<file path="src/rtl/fifo_rd_ctrl.sv">
// Drain-side controller for the 8-entry FIFO: pops one word at a time and offers it downstream on valid/ready.
// Optional macro FIFO_RD_TIMEOUT_EN adds a WAIT-state watchdog that turns a missing ack into an error.
module fifo_rd_ctrl #(
    parameter int DATA_W  = 32,
    parameter int CNT_W   = 4,
    parameter int TOT_W   = 16,
    parameter int TIMEOUT = 4
) (
    input  logic              clk,
    input  logic              reset_n,
    input  logic              enable,
    input  logic [CNT_W-1:0]  fifo_count,
    input  logic [DATA_W-1:0] fifo_dout,
    input  logic              fifo_rd_ack,
    input  logic              fifo_rd_err,
    output logic              fifo_rd_en,
    output logic              m_valid,
    input  logic              m_ready,
    output logic [DATA_W-1:0] m_data,
    output logic              err_flag,
    input  logic              err_clr,
    output logic [TOT_W-1:0]  rd_total
);

    typedef enum logic [2:0] {
        S_IDLE  = 3'b000,
        S_ISSUE = 3'b001,
        S_WAIT  = 3'b010,
        S_HOLD  = 3'b011,
        S_ERR   = 3'b100
    } state_t;

    state_t            state_q, state_d;
    logic              rd_en_q, rd_en_d;
    logic              m_valid_q, m_valid_d;
    logic [DATA_W-1:0] m_data_q, m_data_d;
    logic              err_flag_q, err_flag_d;
    logic [TOT_W-1:0]  rd_total_q, rd_total_d;
    logic              has_data_s;
    logic              timeout_s;

    assign has_data_s = (fifo_count != {CNT_W{1'b0}});

`ifdef FIFO_RD_TIMEOUT_EN
    localparam int TMR_W = $clog2(TIMEOUT + 1);

    logic [TMR_W-1:0] tmr_q, tmr_d;

    assign timeout_s = (state_q == S_WAIT) && (tmr_q == TMR_W'(TIMEOUT - 1));

    // WAIT-cycle counter; any exit from WAIT (including the timeout itself) clears it
    always_comb begin
        tmr_d = {TMR_W{1'b0}};
        if ((state_q == S_WAIT) && !fifo_rd_ack && !fifo_rd_err && !timeout_s) begin
            tmr_d = tmr_q + {{(TMR_W-1){1'b0}}, 1'b1};
        end else begin
            tmr_d = {TMR_W{1'b0}};
        end
    end

    // Timer register
    always_ff @(posedge clk or negedge reset_n) begin
        if (!reset_n) begin
            tmr_q <= {TMR_W{1'b0}};
        end else begin
            tmr_q <= tmr_d;
        end
    end
`else
    // Without the watchdog WAIT never times out; TIMEOUT is referenced only to keep it a live parameter
    assign timeout_s = (TIMEOUT < 0) ? 1'b1 : 1'b0;
`endif

    // Next-state and datapath decode
    always_comb begin
        state_d    = state_q;
        m_data_d   = m_data_q;
        rd_total_d = rd_total_q;
        err_flag_d = err_clr ? 1'b0 : err_flag_q;
        case (state_q)
            S_IDLE: begin
                if (enable && has_data_s) begin
                    state_d = S_ISSUE;
                end else begin
                    state_d = S_IDLE;
                end
            end
            S_ISSUE: begin
                state_d = S_WAIT;
            end
            S_WAIT: begin
                if (fifo_rd_err) begin
                    state_d = S_ERR;
                end else if (fifo_rd_ack) begin
                    state_d  = S_HOLD;
                    m_data_d = fifo_dout;
                end else if (timeout_s) begin
                    state_d = S_ERR;
                end else begin
                    state_d = S_WAIT;
                end
            end
            S_HOLD: begin
                if (m_ready) begin
                    rd_total_d = rd_total_q + {{(TOT_W-1){1'b0}}, 1'b1};
                    if (enable && has_data_s) begin
                        state_d = S_ISSUE;
                    end else begin
                        state_d = S_IDLE;
                    end
                end else begin
                    state_d = S_HOLD;
                end
            end
            S_ERR: begin
                err_flag_d = 1'b1;
                state_d    = S_IDLE;
            end
            default: begin
                state_d = S_IDLE;
            end
        endcase
        // Outputs are registered from the next state so they track the state register exactly
        rd_en_d   = (state_d == S_ISSUE);
        m_valid_d = (state_d == S_HOLD);
    end

    // State and output registers
    always_ff @(posedge clk or negedge reset_n) begin
        if (!reset_n) begin
            state_q    <= S_IDLE;
            rd_en_q    <= 1'b0;
            m_valid_q  <= 1'b0;
            m_data_q   <= {DATA_W{1'b0}};
            err_flag_q <= 1'b0;
            rd_total_q <= {TOT_W{1'b0}};
        end else begin
            state_q    <= state_d;
            rd_en_q    <= rd_en_d;
            m_valid_q  <= m_valid_d;
            m_data_q   <= m_data_d;
            err_flag_q <= err_flag_d;
            rd_total_q <= rd_total_d;
        end
    end

    assign fifo_rd_en = rd_en_q;
    assign m_valid    = m_valid_q;
    assign m_data     = m_data_q;
    assign err_flag   = err_flag_q;
    assign rd_total   = rd_total_q;

endmodule

</file>
<file path="config.mk">
export PLATFORM = sky130hd
export DESIGN_NAME = fifo_rd_ctrl
export DESIGN_NICKNAME = d
export VERILOG_FILES = /design/src/rtl/fifo_rd_ctrl.sv
export SDC_FILE = /design/constraint.sdc
export NUM_CORES = 1
export LEC_CHECK = 0
export CORE_AREA = 2 2 73 75
export DETAILED_ROUTE_END_ITERATION = 8
export DIE_AREA = 0 0 75 77
export MAX_ROUTING_LAYER = met4
export PLACE_DENSITY = 0.86
export SLEW_MARGIN = 40
export SYNTH_ARGS = -nofsm -noshare
export SYNTH_HDL_FRONTEND = slang
export SYNTH_SLANG_ARGS = --single-unit
</file>
<file path="constraint.sdc">
create_clock -name clk -period 4.75 [get_ports clk]
set_input_delay 0.7125 -clock clk [delete_from_list [all_inputs] [get_ports clk]]
set_output_delay 0.7125 -clock clk [all_outputs]
set_load 0.01 [all_outputs]
</file>
Word level (Yosys, flattened, before mapping)
Cells that the tools add are included. Widths: inputs -> output; s select.

Bits in registers: 54. Input port bits: 43. Output and inout port bits: 51. Logic and storage cells: 27.

Add/subtract/negate cells: 1. Equality and inequality tests: 6. Mux-type cells: 7. Bitwise gates (word level): 1. Reduce and logical (&&, ||, !) cells: 6.

Operators with widths (number): $add 16x1->16 const B (1); $pmux 3 s4 (1); $eq 3x2->1 const B (3); $eq 3x1->1 const B (2); $mux 3 (2); $mux 1 (4); $reduce_bool 4->1 (1); $eq 3x3->1 const B (1); $logic_not 3->1 (1); $reduce_and 3->1 (1); $reduce_and 2->1 (1); $reduce_bool 2->1 (1); $logic_and 1x1->1 (1); $not 1->1 (1).

Longest topological paths before layout
Gate-level depths: netlist (run 1).

Word-level depth: 6. Mapped depth: 5. Mapped depth without buffers: 5.

Worst setup path before layout (run 1)
OpenSTA, ideal clock, no wires.

Kind: input to register. Start point: in m_ready. End point: reg rd_total_q[13], in the netlist rd_total[13]. Library setup time: 0.079 ns. Arrival time: 1.666 ns. Required time: 4.671 ns. Slack: 3.005 ns. Stages: 4. Path buffers: 0. Path through: nand4b_4 > or4_4 > nor2_1 > xor2_1.

Word-level cells in the longest chain between the ends: 1.

Ends and longest elaborated chain: start: declaration (line 18) `input logic m_ready,`; $reduce_and 2->1 (no line); end signal: assignment (line 136) `rd_total_q <= {TOT_W{1'b0}};`; end signal: assignment (line 143) `rd_total_q <= rd_total_d;`; end: declaration (line 38) `logic [TOT_W-1:0] rd_total_q, rd_total_d;`.

Every way passes these cells. A chain may end at the register's enable or synchronous reset.

Worst setup path after layout (run 1)
Start point: in fifo_rd_err. End point: reg m_data_q[9], in the netlist m_data[9].

Word-level cells in the longest chain between the ends: 2.

Ends and longest elaborated chain: start: declaration (line 15) `input logic fifo_rd_err,`; $not 1->1 (no line); $reduce_and 3->1 (no line); end signal: assignment (line 134) `m_data_q <= {DATA_W{1'b0}};`; end signal: assignment (line 141) `m_data_q <= m_data_d;`; end: declaration (line 36) `logic [DATA_W-1:0] m_data_q, m_data_d;`.

Every way passes these cells.

==> reports/results.ini, run 1 <==
[yosys]
synth.top_cells.by_area = sky130_fd_sc_hd__dfrtp_1 (63%), sky130_fd_sc_hd__mux2_2 (17%), sky130_fd_sc_hd__xor2_1 (3.2%)
yosys.area.top_type_share_pct = 62.57
ys_seq_area_share_pct = 62.57
syn-instance-count = 156
post-synth-top-area-cell = sky130_fd_sc_hd__dfrtp_1
synth_nets = 200
synth.distinct_cells = 28
yosys_register_bits = 54
async_flop_share_pct = 100.0
combined_area_of_all_synthesized_cells_um2 = 2160
number_of_synthesized_flops_with_an_enable_pin = 0
yosys_most_used_dff = sky130_fd_sc_hd__dfrtp_1
ys_warn_count = 0
synth.avg_cell_area_um2 = 13.84

[placement]
placedCellCount = 317
port_buffers = 93
dp.final_hpwl_um = 3518
place_congestion = 0.7734

[sta]
finalClockSkew_ns = 0.005147
report.final.setup_viol = 0
timing.slew.headroom_pct = 55.79
slew_viol_final = 0
finalSetupTns_ns = 0
tightest_slew_ns = 0.6632
period_minus_slack_ns = 2.228
timing.final.crit_share_pct = 46.92
fmax_mhz = 448.7
finalHoldViolations = 0
grt_setup_unrepaired = false

[final_layout]
antennaDiodeCount = 0
layoutNonFillerInstCount = 326
nNetsFinal = 299
flow.area_growth_from_synthesis_pct = 51.97
post_route_cells_drive_above_1_share_pct = 18.75
multi_input_comb_area_um2 = 780.7
fill_cells = 390
seq_area_um2 = 1351

[die]
fp.dieW_um = 75
placementRows = 26
core_outline_area_um2 = 4977
die_height_um = 77
floorplan.io_pins = 94
die-area_um2 = 5775
initial_util_pct = 43.39

[hold_path]
holdPathStages = 1
worstHoldPathType = register to register
min_from = rd_total[15]$_DFFE_PN0P_
hold_end = rd_total[15]$_DFFE_PN0P_

[global_routing]
grt_antenna_before_repair = 0
aggregate_global_route_resource_usage_pct = 18.35
global_route.overflow_total = 0
grt_pass1_wl_um = 7872
first_global_vias = 1629
grt_start_max_net_pins = 55

[routing]
detailedRoute.firstIterationViolations = 63
firstDrtPassIters = 4
post_drt_via_cell_ratio = 4.840
totalWireLength_um = 4750
drt-wirelength-per-cell_um = 14.57
residual_drc_count = 0
number_of_vias_after_detailed_routing = 1578
antenna_violating_nets_post_route = 0

[clock_tree]
clkSlewWorstSetupHoldPaths_ns = 0.09
clock_insertion_delay_worst_skew_ns = 0.30
cts_resized = 0
cts_setup_buffers = 0
cts.root.buffer_cell = sky130_fd_sc_hd__clkbuf_8
cts-hold-fix-buffers = 0
cts_max_path_buffers = 2
tritoncts_num_sinks = 54
tritoncts_buffer_count = 5
tritoncts = yes
ctsHtreeMaxLevel = 2

[pwr]
internal-power_uw = 1220
cellLeakagePower_uw = 0.001428
pwr-share-seq_pct = 43.1
cellPowerDensity_nw_per_um2 = 521.4
peakVddDrop_mv = 0.2995
power.combinational.fraction_pct = 39.4
power_switching_uw = 491.0
clockPowerShare_pct = 17.6
sw_frac_of_total_pct = 28.69

[flow_run]
timing.max_cap.violations = 0

[critical_path]
worstPathMaxFanout = 20
timing.critical_path.from_type = primary input
timing.critical_path.to_type = register
r2r.worst_path.cells = 5
startpoint_of_the_most_critical_register_to_register_path = state_q[0]$_DFF_PN0_
arrival_ns = 2.42
worst-endpoint-required_ns = 4.94
timing.setup.critical_path_class = primary input to register
worst-r2r-setup-slack_ns = 2.84
timing.rr.end = m_data[9]$_DFFE_PN0P_

[status]
status = complete, no violations

synth_stat cells, types with 2 or more instances:
cell	count
sky130_fd_sc_hd__xnor2_1	7
sky130_fd_sc_hd__nand4_1	4
sky130_fd_sc_hd__nand3_1	4
sky130_fd_sc_hd__nand2_1	14
sky130_fd_sc_hd__dfrtp_1	54
sky130_fd_sc_hd__buf_2	4
sky130_fd_sc_hd__xor2_1	8
sky130_fd_sc_hd__nor2_1	9
sky130_fd_sc_hd__inv_1	2
sky130_fd_sc_hd__mux2_2	32
cell usage in the layout (no fill, tap or decap), types with 3 or more instances in the layout:
master,n
sky130_fd_sc_hd__mux2_2,32
sky130_fd_sc_hd__nand2_1,14
sky130_fd_sc_hd__nand4_1,4
sky130_fd_sc_hd__nor2_1,9
sky130_fd_sc_hd__xnor2_1,7
sky130_fd_sc_hd__clkdlybuf4s50_1,92
sky130_fd_sc_hd__clkbuf_8,5
sky130_fd_sc_hd__dfrtp_1,54
sky130_fd_sc_hd__xor2_1,8
sky130_fd_sc_hd__nand3_1,4
sky130_fd_sc_hd__buf_4,3
metal layers:
metal	up-vias	routed length (um)	track usage (%)	share of wire [%]
li1	738	-	-	-
met1	769	2013	23.96	42
met2	62	2367	28.25	50
met3	9	278	4.205	5.9
met4	0	90	5.893	1.9
met5	-	0	-	0
registers in the layout (all words and copies together), names as in the netlist:
name	cells
err_flag	1
fifo_rd_en	1
state_q	3
m_data	32
rd_total	16
m_valid	1
cells by family (layout without fill, tap and decap cells):
kind of cell,count (synthesis),after routing,share of synthesized area (%)
AO/OA/AOI/OAI,7,7,2.318
adder cells (fa/ha/maj),1,1,0.5793
XOR/XNOR,15,15,6.084
AND/OR/NAND/NOR,41,41,10.49
multiplexers,32,32,16.69
buffers and inverters,6,106,1.275
flip-flops,54,54,62.57
how the worst max path moves through the flow:
stage	startpoint	to
finish	fifo_rd_err	m_data[9]$_DFFE_PN0P_
global placement	fifo_rd_err	m_data[26]$_DFFE_PN0P_
CTS	fifo_rd_err	m_data[19]$_DFFE_PN0P_
floorplan	m_ready	rd_total[13]$_DFFE_PN0P_
global route	fifo_rd_err	fifo_rd_en$_DFF_PN0_
detailed placement	fifo_rd_err	m_data[19]$_DFFE_PN0P_
area by class of cell:
cell class	instances	area share, %
Tap cell	70	2.669
Inverter	2	0.2287
Timing Repair Buffer	96	28.90
Clock inverter	1	0.9150
Sequential cell	54	41.17
Clock buffer	7	2.326
Multi-Input combinational cell	96	23.79
power by group through the flow:
stage                     clock, uW  combinational [uW]  sequential (uW)
after floorplan                   0                 211              799
after global placement            0                 663              743
after detailed placement          0                 678              743
after CTS                       310                 681              736
after global routing            328                 720              761
final                           301                 674              737
stage by stage:
| stage | power (uW) | setup WS [ns] | util, % | cell area, um^2 | hold slack [ns] |
|---|---|---|---|---|---|
| finish | 1711 | 2.522 | 65.94 | 3282 | 0.4787 |
| global route | 1809 | 2.393 | 65.94 | 3282 | 0.5091 |
| CTS | 1727 | 2.239 | 65.79 | 3274 | 0.4883 |
| detailed placement | 1421 | 1.915 | 63.65 | 3168 | 0.4717 |
| global placement | 1406 | 1.982 | 63.65 | 3168 | 0.4555 |
| floorplan | 1010 | 3.005 | - | 2160 | 0.4169 |
critical path, stage by stage:
cell and delay [ns]:
sky130_fd_sc_hd__clkdlybuf4s50_1 0.46, sky130_fd_sc_hd__nor2_1 0.05, sky130_fd_sc_hd__nand4_1 0.25, sky130_fd_sc_hd__buf_4 0.26, sky130_fd_sc_hd__buf_4 0.30, sky130_fd_sc_hd__mux2_2 0.37
Power figures use the tool's default switching activity.
==> run 2, diff against run 1 <==
CORE_AREA = 2 2 75 77   (was 2 2 73 75)
DIE_AREA = 0 0 77 79   (was 0 0 75 77)
PLACE_DENSITY = 0.82   (was 0.86)
clock period = 2.2 ns   (was 4.75 ns; I/O delays follow)
==> run 2 against run 1 <==
Effect of this change:
- the run now ends with hold timing left
- non-clock buffer count shrank 1
- count of clock-buffer cells in the layout is the same
- core utilization shrank 4.6 points
- die area grew 5.3%
- sequential power grew 110%
- combinational power grew 120%
- wire length shrank 2.6%
- global-route usage shrank 2.0 points
- sequential share of layout area grew 0.13 points
- clock power grew 70%
- total power grew 110%
- largest power group unchanged
- highest routed layer unchanged
==> reports/results.ini, run 2 (same netlist as run 1, synthesis figures left out) <==
[status]
status = complete, but fails checks
violated_checks = hold timing

[clock_tree]
tritoncts = yes
ctsHtreeMaxLevel = 2  ; unchanged
cts_resized = 0  ; unchanged
tritoncts_buffer_count = 5  ; unchanged
clkSlewWorstSetupHoldPaths_ns = 0.08  ; about the same
cts-hold-fix-buffers = 0  ; unchanged
cts_setup_buffers = 0  ; unchanged
tritoncts_num_sinks = 54  ; unchanged
cts_max_path_buffers = 2  ; unchanged
clock_insertion_delay_worst_skew_ns = 0.30  ; about the same
cts.root.buffer_cell = sky130_fd_sc_hd__clkbuf_8

[critical_path]
arrival_ns = 1.97  ; -0.45 ns
timing.critical_path.from_type = primary input
timing.setup.critical_path_class = primary input to register
worst-endpoint-required_ns = 2.42  ; -2.52 ns
r2r.worst_path.cells = 5  ; unchanged
timing.critical_path.to_type = register
timing.critical_path.from = m_ready
startpoint_of_the_most_critical_register_to_register_path = rd_total[0]$_DFFE_PN0P_
worstPathMaxFanout = 5  ; -75%

[final_layout]
antennaDiodeCount = 0  ; unchanged
largest_register_ffs = 32  ; unchanged
nNetsFinal = 298  ; -0.33%
layout_commonest_cell = sky130_fd_sc_hd__clkdlybuf4s50_1
layout.cells.most_common_list = sky130_fd_sc_hd__clkdlybuf4s50_1 (92), sky130_fd_sc_hd__dfrtp_1 (54), sky130_fd_sc_hd__mux2_2 (32)
post_route_cells_drive_above_1_share_pct = 18.11  ; -0.64 points
fill_cells = 469  ; +20%
flow.area_growth_from_synthesis_pct = 51.51
postLayoutCoreUtil_pct = 61.30  ; -4.6 points

[die]
placementRows = 27  ; +3.8%
core_outline_area_um2 = 5338  ; +7.2%
floorplan.io_pins = 94  ; unchanged
die_height_um = 79  ; +2.6%
die-area_um2 = 6083  ; +5.3%
fp.dieW_um = 77  ; +2.7%
initial_util_pct = 40.46  ; -2.9 points

[pwr]
clockPowerShare_pct = 14.4  ; -3.2 points
cellPowerDensity_nw_per_um2 = 1088  ; +110%
cellLeakagePower_uw = 0.001421  ; -0.52%
design_power_total_uw = 3560  ; +110%
peakVddDrop_mv = 0.6031  ; +100%
sw_frac_of_total_pct = 29.20  ; +0.50 points
power.combinational.fraction_pct = 41.2  ; +1.8 points
pwr-share-seq_pct = 44.4  ; +1.3 points
internal-power_uw = 2521  ; +110%
power_switching_uw = 1039  ; +110%

[routing]
residual_drc_count = 0  ; unchanged
post_drt_via_cell_ratio = 4.779  ; -1.3%
detailedRoute.firstIterationViolations = 65  ; +3.2%
totalWireLength_um = 4628  ; -2.6%
drt-wirelength-per-cell_um = 14.20  ; -2.6%
number_of_vias_after_detailed_routing = 1558  ; -1.3%
firstDrtPassIters = 4  ; unchanged
antenna_violating_nets_post_route = 0  ; unchanged

[global_routing]
grt.met3_usage_pct = 5.227  ; +1.0 points
grt_start_max_net_pins = 34  ; -38%
met2_usage_pct = 27.28  ; -0.96 points
first_global_vias = 1586  ; -2.6%
grt_pass1_wl_um = 7645  ; -2.9%
groute.layer.met1.usage_pct = 19.64  ; -4.3 points
global_route.overflow_total = 0  ; unchanged
grt.busiest_layer = met2
grt_antenna_before_repair = 0  ; unchanged
aggregate_global_route_resource_usage_pct = 16.35  ; -2.0 points

[placement]
dp.final_hpwl_um = 3528  ; +0.30%
port_buffers = 93  ; unchanged
place_congestion = 0.7637  ; -1.3%

[hold_path]
worstHoldPathType = primary input to async pin

[sta]
tightest_slew_ns = 0.5966  ; -0.06655 ns
report.final.setup_viol = 0  ; unchanged
hold-worst-slack_ns = -0.01184  ; -0.4905 ns
period_minus_slack_ns = 1.744
finalSetupTns_ns = 0  ; unchanged
fmax_mhz = 573.4
timing.final.crit_share_pct = 79.27
finalHoldViolations = 21  ; +21
timing.slew.headroom_pct = 59.70  ; +3.9 points
slew_viol_final = 0  ; unchanged
finalClockSkew_ns = 0.004924  ; -0.0002237 ns
grt_setup_unrepaired = false

[flow_run]
timing.max_cap.violations = 0  ; unchanged

-- run 2: changes by cell type in the layout (fill, tap and decap cells not counted) --
cell,previous run,this run
sky130_fd_sc_hd__buf_4,3,0
sky130_fd_sc_hd__buf_12,0,2
sky130_fd_sc_hd__bufinv_16,1,0
-- run 2: per-layer routing --
layer	share of wire (%)	routed length (um)	up-vias
met5	0	0	-
met4	0.65	30	0
met3	6.8	314	4
met2	52	2388	66
met1	41	1894	752
li1	-	-	736
-- run 2: power groups by stage --
| stage | sequential, uW | clock [uW] | combinational (uW) |
|---|---|---|---|
| floorplan | 1730 | 0 | 455 |
| global placement | 1580 | 0 | 1450 |
| detailed placement | 1600 | 0 | 1490 |
| CTS | 1580 | 534 | 1490 |
| global route | 1630 | 566 | 1570 |
| finish | 1580 | 512 | 1470 |
-- run 2: worst paths after layout --
| kind | end | slack [ns] |
|---|---|---|
| setup reg to reg | rd_total[14]$_DFFE_PN0P_ | 0.51 |
| hold / removal | rd_total[9]$_DFFE_PN0P_ | -0.01 |
| hold reg to reg | rd_total[15]$_DFFE_PN0P_ | 0.48 |
| max in group asynchronous | m_data[1]$_DFFE_PN0P_ | 1.67 |
| setup / recovery | rd_total[15]$_DFFE_PN0P_ | 0.46 |
| min in group clk | rd_total[15]$_DFFE_PN0P_ | 0.48 |
-- run 2: final cells by class --
class | instances | area (um^2) | area share, %
multi-input cells | 96 | 780.7 | 23.86
well taps | 72 | 90.09 | 2.753
repair buffers | 95 | 965.9 | 29.52
flip-flops and latches | 54 | 1351 | 41.30
clock buffers | 7 | 76.32 | 2.333
inverters | 2 | 7.507 | 0.2294
-- run 2: critical path: stages --
cell and delay, ns:
sky130_fd_sc_hd__clkdlybuf4s50_1 0.58, sky130_fd_sc_hd__nand4b_4 0.17, sky130_fd_sc_hd__or4_4 0.60, sky130_fd_sc_hd__nor2_2 0.14, sky130_fd_sc_hd__xor2_1 0.15
-- run 2: stage by stage --
stage | area [um^2] | cells | worst slack (ns)
4_1_cts | 3272 | 326 | 0.4456
5_1_grt | 3272 | 326 | 0.3527
3_3_place_gp | 3196 | 319 | 0.1795
2_1_floorplan | 2160 | 156 | 0.6794
6_report | 3272 | 326 | 0.4561
3_5_place_dp | 3196 | 319 | 0.1354
==> variant 1, RTL diff (settings of run 2) <==
Register the output `err_flag` once more, without a reset; this adds one clock of latency there. The other outputs are not delayed to match.
--- a/src/rtl/fifo_rd_ctrl.sv
+++ b/src/rtl/fifo_rd_ctrl.sv
@@ -149,3 +149,5 @@
     assign m_data     = m_data_q;
-    assign err_flag   = err_flag_q;
+    always_ff @(posedge clk) begin
+        err_flag <= err_flag_q;
+    end
     assign rd_total   = rd_total_q;
Check against the original RTL: not equivalent (Yosys sat finds a counterexample within 10 cycles, from zero or initial values and one cycle with reset_n low).
==> variant 1 against run 2 <==
- routed wire length down 2.6%
- count of clock-buffer cells in the layout down 2
- global-route usage down 0.43 points
- clock skew down 0.0018 ns
- worst setup slack better by 0.011 ns
- utilization up 0.66 points
- register-to-register slack better by 0.04 ns
- total power up 0.62%
- final cell count up 0.92%
- final area up 1.1%
- sequential cell count up 1
- clock power up 2%
- area after synthesis up 0.93%
- critical path type unchanged
- critical endpoint is now rd_total[13]
==> variant 1: results (changes against run 2) <==
* Status: finished, final reports clean (was finished, violations left)
* Initial DRC Count at 65 (unchanged)
* Max clock buf depth at 2 (unchanged)
* Placed Cells at 321 (was 319)
* PortBufs at 93 (unchanged)
* CTS buffer count at 5 (unchanged)
* First-pass GRT wire length at 7520 µm (was 7650 µm)
* Clock skew at 0.00310 ns (was 0.00492 ns)
* H-Tree Level Count at 2 (unchanged)
* Crit-path max FO at 5 (unchanged)
* Mapped Cells at 157 (was 156)
* Total global-route track usage at 15.9% (was 16.3%)
* Gpl congestion at 0.791 (was 0.764)
* Clk root buf: clkbuf_8 (unchanged)
* Vias in the first global route at 1600 (was 1586)
* Async S/R FF share, synth at 98.2% (was 100%)
* Drt wl/cell at 13.7 µm (was 14.2 µm)
* Max VDD drop at 0.612 mV (was 0.603 mV)
* Leak at 1.44 nW (was 1.42 nW)
* Initial antenna violation count at 0 (unchanged)
* Worst slew margin at 60.7% (was 59.7%)
* DP HPWL at 3470 µm (was 3530 µm)
* Top cells by area, synth: dfrtp_1 (62%), mux2_2 (17%), xor2_1 (3.2%) (was dfrtp_1 (63%), mux2_2 (17%), xor2_1 (3.2%))
* Yosys synthesis warning count at 0 (unchanged)
* Pin count of the biggest net entering global routing at 33 (was 34)
* Routed vias/inst at 4.81 (was 4.78)
* Most frequent cells after synthesis: dfrtp_1 (54), mux2_2 (32), nand2_1 (14) (unchanged)
* Syn_nets at 201 (was 200)
* Nets at 300 (was 298)
* Number of flip-flops in the largest register at 32 (unchanged)
* DRT Pass-1 Iters at 4 (unchanged)
* Antenna Cells at 0 (unchanged)
* Data arrival, critical path at 1.96 ns
* Worst min-delay path category: input port to asynchronous set/reset pin (unchanged)
* Register area share after synthesis at 62.9% (was 62.6%)
* CTS clk-pin slew, worst paths at 0.09 ns
* Total setup buffers inserted after CTS at 0 (unchanged)
* Post-CTS sizing at 0 (unchanged)
* Layout cells sized above 1 at 19.5% (was 18.1%)
* Placement Cell Area at 3220 µm² (was 3200 µm²)
* Clk Latency, worst-skew pair at 0.30 ns (about the same)
* Detailed Route WL at 4510 µm (was 4630 µm)
* Library cells used by synthesis at 29 (was 28)
* Fillers at 467 (was 469)
-- variant 1: kinds of logic (layout without fill, tap and decap cells) --
family	after synthesis	in the layout	synth area share, %
DFF	55	55	62.9
and+or+nand+nor	41	41	10.4
muxes	32	32	16.5
xor gates and xnor gates	15	15	6.03
AOI/OAI and AO/OA	7	7	2.30
buffers and inverters	6	106	1.26
adders and majority gates	1	1	0.574
-- variant 1: layer usage --
| layer | share of wire [%] | track usage, % |
|---|---|---|
| met5 | 0 | - |
| met4 | 0.27 | 3.21 |
| met3 | 7.3 | 5.23 |
| met2 | 52 | 26.9 |
| met1 | 41 | 18.9 |
-- variant 1: where the power goes --
part           leakage (nW)  switching, W  internal, W
Clock                0.0477      0.000305     0.000219
Sequential            0.694      0.000226      0.00137
Combinational         0.702      0.000509     0.000949
Total                  1.44       0.00104      0.00254
-- variant 1: path summary, 6_finish.rpt --
| check | startpoint | to | slack (ns) | depth (start not counted) |
|---|---|---|---|---|
| min | reset_n | rd_total[1] | 0.02 | 1 |
| min in group clk | err_flag_q | err_flag | 0.38 | 0 |
| min reg2reg | err_flag_q | err_flag | 0.38 | 0 |
| max | m_ready | rd_total[13] | 0.47 | 5 |
| max in group asynchronous | reset_n | m_data[15] | 1.62 | 2 |
| max reg2reg | state_q[1] | rd_total[13] | 0.55 | 4 |
-- variant 1: per-stage QoR --
| stage | setup slack [ns] | hold slack, ns |
|---|---|---|
| after floorplan | 0.679 | 0.0344 |
| after global placement | 0.173 | 0.355 |
| after detailed placement | 0.140 | 0.355 |
| after CTS | 0.455 | 0.0350 |
| after global routing | 0.392 | 0.0504 |
| final | 0.467 | 0.0203 |
-- variant 1: critical path: stages --
cell and delay, ns:
clkdlybuf4s50_1 0.58, nand4b_4 0.16, or4_4 0.60, nor2_1 0.13, xor2_1 0.15
-- variant 1: layout make-up --
class / instances / area, µm² / area share, %
repair buffers: 96 / 973 / 29.4
clock inverters: 3 / 15.0 / 0.454
inverters: 2 / 7.51 / 0.227
flip-flops and latches: 55 / 1370 / 41.5
clock buffers: 5 / 68.8 / 2.08
multi-input cells: 96 / 781 / 23.6
well taps: 72 / 90.1 / 2.72
==> variant 2, RTL diff (settings of run 2) <==
Made on the original files. Build with the macro `FIFO_RD_TIMEOUT_EN` defined.
--- a/src/rtl/fifo_rd_ctrl.sv
+++ b/src/rtl/fifo_rd_ctrl.sv
@@ -2,2 +2,4 @@
 // Optional macro FIFO_RD_TIMEOUT_EN adds a WAIT-state watchdog that turns a missing ack into an error.
+`define FIFO_RD_TIMEOUT_EN
+
 module fifo_rd_ctrl #(
Check against the original RTL: not equivalent (Yosys sat finds a counterexample within 10 cycles, from zero or initial values and one cycle with reset_n low).
==> variant 2 against run 2 <==
- first-iteration DRC count fell by 7.7%
- maximum frequency fell by 3.2%
- clock skew barely moved
- routed wire length rose by 16%
- register-to-register slack got worse by 0.11 ns
- total power rose by 22%
- final area rose by 12%
- worst setup slack got worse by 0.057 ns
- sequential cell count rose by 3
- critical path depth did not move
- non-clock buffer count rose by 2
- area after synthesis rose by 15%
- hold slack improved by 0.14 ns
==> variant 2: results (changes against run 2) <==
* Leak at 1.70 nW (was 1.42 nW)
* Clk Latency, worst-skew pair at 0.32 ns (was 0.30 ns)
* CTS buffer count at 9 (was 5)
* Register area share after synthesis at 57.3% (was 62.6%)
* M1 wire length at 2410 µm (was 1890 µm)
* Max clock buf depth at 2 (unchanged)
* Layout area overhead at 47.2% (was 51.5%)
* Routed vias/inst at 4.82 (was 4.78)
* First-pass GRT wire length at 8600 µm (was 7650 µm)
* Worst slew margin at 53.1% (was 59.7%)
* Crit-path max FO at 33 (was 5)
* Detailed Route WL at 5360 µm (was 4630 µm)
* Max VDD drop at 0.547 mV (was 0.603 mV)
* CTS clk-pin slew, worst paths at 0.06 ns (was 0.08 ns)
* Psw at 0.00120 W (was 0.00104 W)
* Status: finished, final reports clean (was finished, violations left)
* Pin count of the biggest net entering global routing at 58 (was 34)
* Met2 wire length at 2590 µm (was 2390 µm)
* Fillers at 424 (was 469)
* Data arrival, critical path at 2.01 ns (was 1.97 ns)
* Most frequent cells after synthesis: dfrtp_1 (57), mux2_4 (29), xnor2_1 (12) (was dfrtp_1 (54), mux2_2 (32), nand2_1 (14))
* Nets at 322 (was 298)
* Total global-route track usage at 19.3% (was 16.3%)
* Layout cells sized above 1 at 19.6% (was 18.1%)
* Clock skew at 0.00473 ns (was 0.00492 ns)
* Metal3 WL at 307 µm (was 314 µm)
* DP HPWL at 3880 µm (was 3530 µm)
variant 2: changes by cell type after synthesis, moves of 4 or more:
cell	before	now
nand2_1	14	9
mux2_2	32	3
xnor2_1	7	12
mux2_4	0	29
xor2_1	8	3
o21ai_0	0	4
inv_1	2	7
buf_2	4	0
variant 2: routing by layer:
layer	global-route usage, %	vias up
met5	-	-
met4	9.11	0
met3	4.77	5
met2	28.3	67
met1	25.6	828
li1	-	803
variant 2: worst max-delay path, cell delays in order, from the launching register on:
cell	delay [ns]
dfrtp_1	0.47
nor2_2	0.12
nand2_1	0.09
or3_2	0.46
buf_12	0.21
mux2_4	0.32
variant 2: area by class of cell:
class,instances,area share [%]
clock buffer,14,4.72
clock inverter,2,0.957
timing repair buffer,97,26.5
inverter,7,0.718
sequential,57,39.0
multi-input combinational,104,25.7
tap,72,2.46
variant 2: power by group through the flow:
| stage | clock [W] | sequential (W) | combinational, W |
|---|---|---|---|
| after floorplan | 0 | 0.00179 | 0.000717 |
| after global placement | 0 | 0.00167 | 0.00163 |
| after detailed placement | 0 | 0.00169 | 0.00168 |
| after CTS | 0.00103 | 0.00168 | 0.00169 |
| after global routing | 0.00109 | 0.00173 | 0.00176 |
| final | 0.00100 | 0.00168 | 0.00167 |
variant 2: kinds of logic after synthesis:
kind of cell	Yosys count	share of synthesized area (%)
adders and majority gates	3	1.51
AOI/OAI and AO/OA	8	1.91
DFF	57	57.3
muxes	32	18.9
xor gates and xnor gates	15	5.28
and+or+nand+nor	46	10.3
buffers and inverters	13	4.83
variant 2: final timing paths:
check	start	end	slack, ns	cells after the start
max in group asynchronous	reset_n	m_data[3]	1.59	2
hold / removal	reset_n	m_data[7]	0.12	2
hold reg to reg	tmr_q[0]	tmr_q[0]	0.44	1
min in group clk	tmr_q[0]	tmr_q[0]	0.44	1
setup / recovery	state_q[0]	m_data[31]	0.40	5
setup reg to reg	state_q[0]	m_data[31]	0.40	5
variant 2: through the flow:
step                setup WS, ns  cells
global route               0.325    353
floorplan                  0.581    174
detailed placement         0.160    337
CTS                        0.420    353
finish                     0.399    353
global placement           0.174    337
